==> src/rtl/mips32_mem_arbiter.sv <==
// mips32_mem_arbiter: shares one synchronous memory between IF fetch and DM load/store through a 4-state FSM (ports: clk1/reset, halt, if_* fetch, dm_* data, mem_* memory side, busy)
module mips32_mem_arbiter #(
  parameter int AW = 10,
  parameter int DW = 32,
  parameter int STARVE_LIMIT = 4
) (
  input  logic          clk1,
  input  logic          reset,
  input  logic          halt,
  input  logic          if_req,
  input  logic [AW-1:0] if_addr,
  output logic          if_ack,
  output logic [DW-1:0] if_rdata,
  input  logic          dm_req,
  input  logic          dm_we,
  input  logic [AW-1:0] dm_addr,
  input  logic [DW-1:0] dm_wdata,
  output logic          dm_ack,
  output logic [DW-1:0] dm_rdata,
  output logic          mem_en,
  output logic          mem_we,
  output logic [AW-1:0] mem_addr,
  output logic [DW-1:0] mem_wdata,
  input  logic [DW-1:0] mem_rdata,
  output logic          busy
);
  typedef enum logic [1:0] {IDLE, ISSUE, CAPT, RESP} state_t;
  localparam logic [3:0] LIM = 4'(STARVE_LIMIT);
  state_t state, state_d;
  logic [3:0] streak, streak_d;
  logic if_cand, grant_if, grant_dm, own_dm, own_we;
  always_ff @(posedge clk1 or posedge reset)
    if (reset) begin
      state  <= IDLE;
      streak <= '0;
    end else begin
      state  <= state_d;
      streak <= streak_d;
    end
  always_comb begin
    if_cand  = if_req & ~halt;
    grant_if = state == IDLE && if_cand && (!dm_req || streak == LIM);
    grant_dm = state == IDLE && dm_req && !grant_if;
    state_d  = state == IDLE  ? ((grant_if || grant_dm) ? ISSUE : IDLE) :
               state == ISSUE ? CAPT :
               state == CAPT  ? RESP : IDLE;
    streak_d = grant_if ? 4'd0 :
               grant_dm ? (if_cand ? (streak == LIM ? LIM : streak + 4'd1) : 4'd0) : streak;
  end
  always_ff @(posedge clk1 or posedge reset)
    if (reset) begin
      mem_en    <= 1'b0;
      mem_we    <= 1'b0;
      mem_addr  <= '0;
      mem_wdata <= '0;
      if_ack    <= 1'b0;
      dm_ack    <= 1'b0;
      if_rdata  <= '0;
      dm_rdata  <= '0;
      own_dm    <= 1'b0;
      own_we    <= 1'b0;
    end else begin
      mem_en <= grant_if | grant_dm;
      mem_we <= grant_dm & dm_we;
      if_ack <= state == CAPT && !own_dm;
      dm_ack <= state == CAPT && own_dm;
      if (grant_if || grant_dm) begin
        own_dm   <= grant_dm;
        own_we   <= grant_dm & dm_we;
        mem_addr <= grant_dm ? dm_addr : if_addr;
      end
      if (grant_dm) mem_wdata <= dm_wdata;
      if (state == CAPT && !own_dm) if_rdata <= mem_rdata;
      if (state == CAPT && own_dm && !own_we) dm_rdata <= mem_rdata;
    end
  assign busy = state != IDLE;
endmodule

==> config.mk <==
export PLATFORM = sky130hd
export DESIGN_NAME = mips32_mem_arbiter
export DESIGN_NICKNAME = d
export VERILOG_FILES = /design/src/rtl/mips32_mem_arbiter.sv
export SDC_FILE = /design/constraint.sdc
export NUM_CORES = 1
export LEC_CHECK = 0
export BUFFER_PORTS_ARGS = -buffer_cell sky130_fd_sc_hd__buf_4
export CAP_MARGIN = 40
export CORE_MARGIN = 2
export CORE_UTILIZATION = 40
export CTS_CLUSTER_DIAMETER = 150
export DETAILED_ROUTE_END_ITERATION = 10
export PLACE_DENSITY = 0.71
export SLEW_MARGIN = 20
export SYNTH_ARGS = -nofsm -noshare
export SYNTH_HDL_FRONTEND = slang
export SYNTH_SLANG_ARGS = --single-unit
==> constraint.sdc <==
create_clock -name clk1 -period 11 [get_ports clk1]
set_clock_uncertainty 0.05 [all_clocks]
set_input_delay 1.65 -clock clk1 [delete_from_list [all_inputs] [get_ports clk1]]
set_output_delay 1.65 -clock clk1 [all_outputs]
set_load 0.02 [all_outputs]
==> summary.txt <==
Flow run
  – Max-cap viol count: 0

Place
  – RD Place Congestion: around 0.8
  – Placed cells: approximately 710
  – Placement Cell Area: 0.00630 mm^2
  – IO buf count: 200
  – DP HPWL: roughly 8000 um

Timing
  – Pins Over Slew Limit: 0
  – Crit path time final: 3.14 ns
  – Final Cycle Share: 0.286
  – Worst slew pin tran: 0.484 ns
  – Setup TNS: 0 ns
  – Final setup vio count: 0
  – Hold slack: approximately 0.43 ns
  – Fmax: approximately 320 MHz
  – Fin. Hold Viols: 0
  – Slew margin rel.: 0.678
  – Unrepaired setup endpoints after global routing: false

Yosys
  – Area of the mapped netlist: about 0.0046 mm^2
  – Flops & latches, synth: ~120
  – Avg Inst Size Synth: between 10 and 15 um^2
  – Sequential share of the synthesized area: 0.636
  – Synth Instances: 377
  – Syn Nets: roughly 470
  – Netlist cell types: 29
  – Yosys warnings: 0

Die
  – Die area: about 0.012 mm^2
  – Row count: 39
  – Initial core utilization: 0.408
  – Die Ht: 112 um
  – Die Wd: between 100 and 150 um
  – Placeable Area: 0.0114 mm^2
  – I/O pin total: about 200

Worst hold path
  – Min-delay worst type: reg -> reg
  – Worst Hold Launch: mem_wdata[12]

Finish
  – Most frequent cells in the layout: buf_4, dfrtp_1, nand2_1
  – Most common cell after layout, fill and taps aside: buf_4
  – Area growth from synthesis to layout: 49.1%
  – Final Net Count: 679
  – Final core occ: 0.609
  – N_diodes: 0
  – Final Cell Area: around 0.0069 mm^2
  – Fillers: 925
  – Layout cell share with drive strength beyond 1: 0.529
  – Final cell count without fillers: between 700 and 800

Global route
  – First-pass GRT wire length: around 18000 um
  – GRT Util Overall: 0.187
  – Initial antenna violation count: 0
  – Gr ovfl total: 0
  – Vias in the first global route: ~3700
  – Largest net degree at the start of global routing: 60

Setup path
  – R2r worst-path depth: 7
  – CP Launch Point: state[0]
  – R2R Path Start: streak[0]
  – Crit path DAT: ~1.4 ns
  – Cell mode on critical path: inv_1
  – WS Path Type: reg -> out
  – RR Endpoint: mem_addr[9]
  – Req. time, crit path: 9.30 ns
  – Worst Setup EP: busy
  – CP max-delay cell: dfrtp_1
  – Nature of the critical path startpoint: flop
  – Max incr delay on CP: 0.35 ns
  – Crit Path Max Fanout: 5
  – Crit path capture type: output pin
  – Cells along the critical path: inv_1 -> ha_1 -> inv_1 -> buf_4
  – FF-to-FF setup slack: between 9 and 10 ns

Detailed routing
  – DRT antenna net count: 0
  – First drt pass iteration count: 4
  – Detailed-route wire length per cell: about 15 um
  – Post-Route WL: around 11000 um
  – Via density per instance: between 4 and 5
  – # DRC: 0
  – DR vias: between 3000 and 4000
  – Starting DRC count in detailed routing: about 230

Clocking
  – Worst-skew pair later-pin latency: 0.40 ns
  – H-tree depth: 4
  – Hold_buf cts: 0
  – Clk buf depth: 2
  – Total CTS buffers: 17
  – Post-CTS Setup Repair Bufs: 0
  – Clock root cell: clkbuf_16
  – CTS resizes: 0
  – CTS clk-pin slew, worst paths: around 0.050 ns
  – CTS tree: built
  – Clock sink count: approximately 120

Pwr
  – Power per Cell Area: between 300 and 400 mW/mm^2
  – Pleak: 3.50 nW
  – Max IR drop VDD: 0.185 mV

Run status
  – Run status: completed
stage by stage:
stage               total power, W  setup WS, ns
finish                     0.00235          7.86
global route               0.00249          7.76
CTS                        0.00237          7.84
detailed placement         0.00180          7.73
global placement           0.00176          7.81
floorplan                  0.00136          6.17
layer usage:
metal	global-route usage	wire length [um]	up-vias
li1	-	-	1653
met1	0.243	4730	1694
met2	0.293	5250	155
met3	0.0610	911	13
met4	0.0724	186	0
met5	0	0	-
synthesized netlist by cell type:
master     number  area (um^2)
nand3_1         1         5.00
nand4b_1        1         8.76
buf_2          14         70.1
inv_1           9         33.8
o311ai_4        1         26.3
nand2b_1        4         25.0
ha_1            5         62.6
a21oi_2         8         70.1
nor2_1         10         37.5
buf_4           1         7.51
o21ai_0         3         15.0
nand3b_4        1         20.0
a21oi_1        12         60.1
inv_2           1         3.75
a21o_1          2         15.0
buf_6           2         22.5
and2_1          1         6.26
mux2_1          1         11.3
o2bb2ai_1       1         8.76
clkbuf_1        2         7.51
and2_4          1         8.76
dfrtp_1       118         2950
o21ai_2         1         8.76
nor2b_1         2         12.5
mux2_2         63          709
o31ai_1         1         7.51
o22ai_1         1         6.26
nand2_1       109          409
o311a_1         1         10.0
layout make-up:
class,count,area (um^2),share of cell area
inverters,10,40.0,0.00578
clock buffers,20,457,0.0660
flip-flops and latches,118,2950,0.427
well taps,143,179,0.0258
repair buffers,207,1600,0.231
multi-input cells,230,1550,0.223
clock inverters,12,150,0.0217
worst max-delay path, delay by kind of cell, from the launching register on:
| family | cells | cell delay, ns |
|---|---|---|
| buf+inv | 3 | 0.38 |
| fa+ha+maj | 1 | 0.31 |
| flops | 1 | 0.35 |
power breakdown:
part / switching, W / leakage (nW) / internal [W]
Combinational: 0.000547 / 1.79 / 0.000479
Sequential: 0.000114 / 1.41 / 0.000648
Clock: 0.000192 / 0.293 / 0.000367
cell families after synthesis:
kind of cell,Yosys count,share of synthesized area
simple gates,130,0.115
flops,118,0.636
mux,64,0.155
compound gates,31,0.0491
buf+inv,29,0.0313
fa+ha+maj,5,0.0135
registers in the layout, indices dropped and copies added, names as in the netlist:
signal	count
mem_addr	10
mem_we	1
if_rdata	32
mem_en	1
mem_wdata	32
dm_rdata	32
if_ack	1
own_dm	1
streak	4
dm_ack	1
state	2
own_we	1
how the worst min path moves through the flow:
stage / slack (ns) / to / cells past startpoint
3_5_place_dp: 0.42 / mem_wdata[8] / 2
6_report: 0.43 / mem_wdata[12] / 2
3_3_place_gp: 0.41 / mem_wdata[14] / 2
2_1_floorplan: 0.39 / own_we / 1
5_1_grt: 0.44 / mem_wdata[8] / 2
4_1_cts: 0.43 / mem_wdata[8] / 2
(Power assumes the default switching activity.)
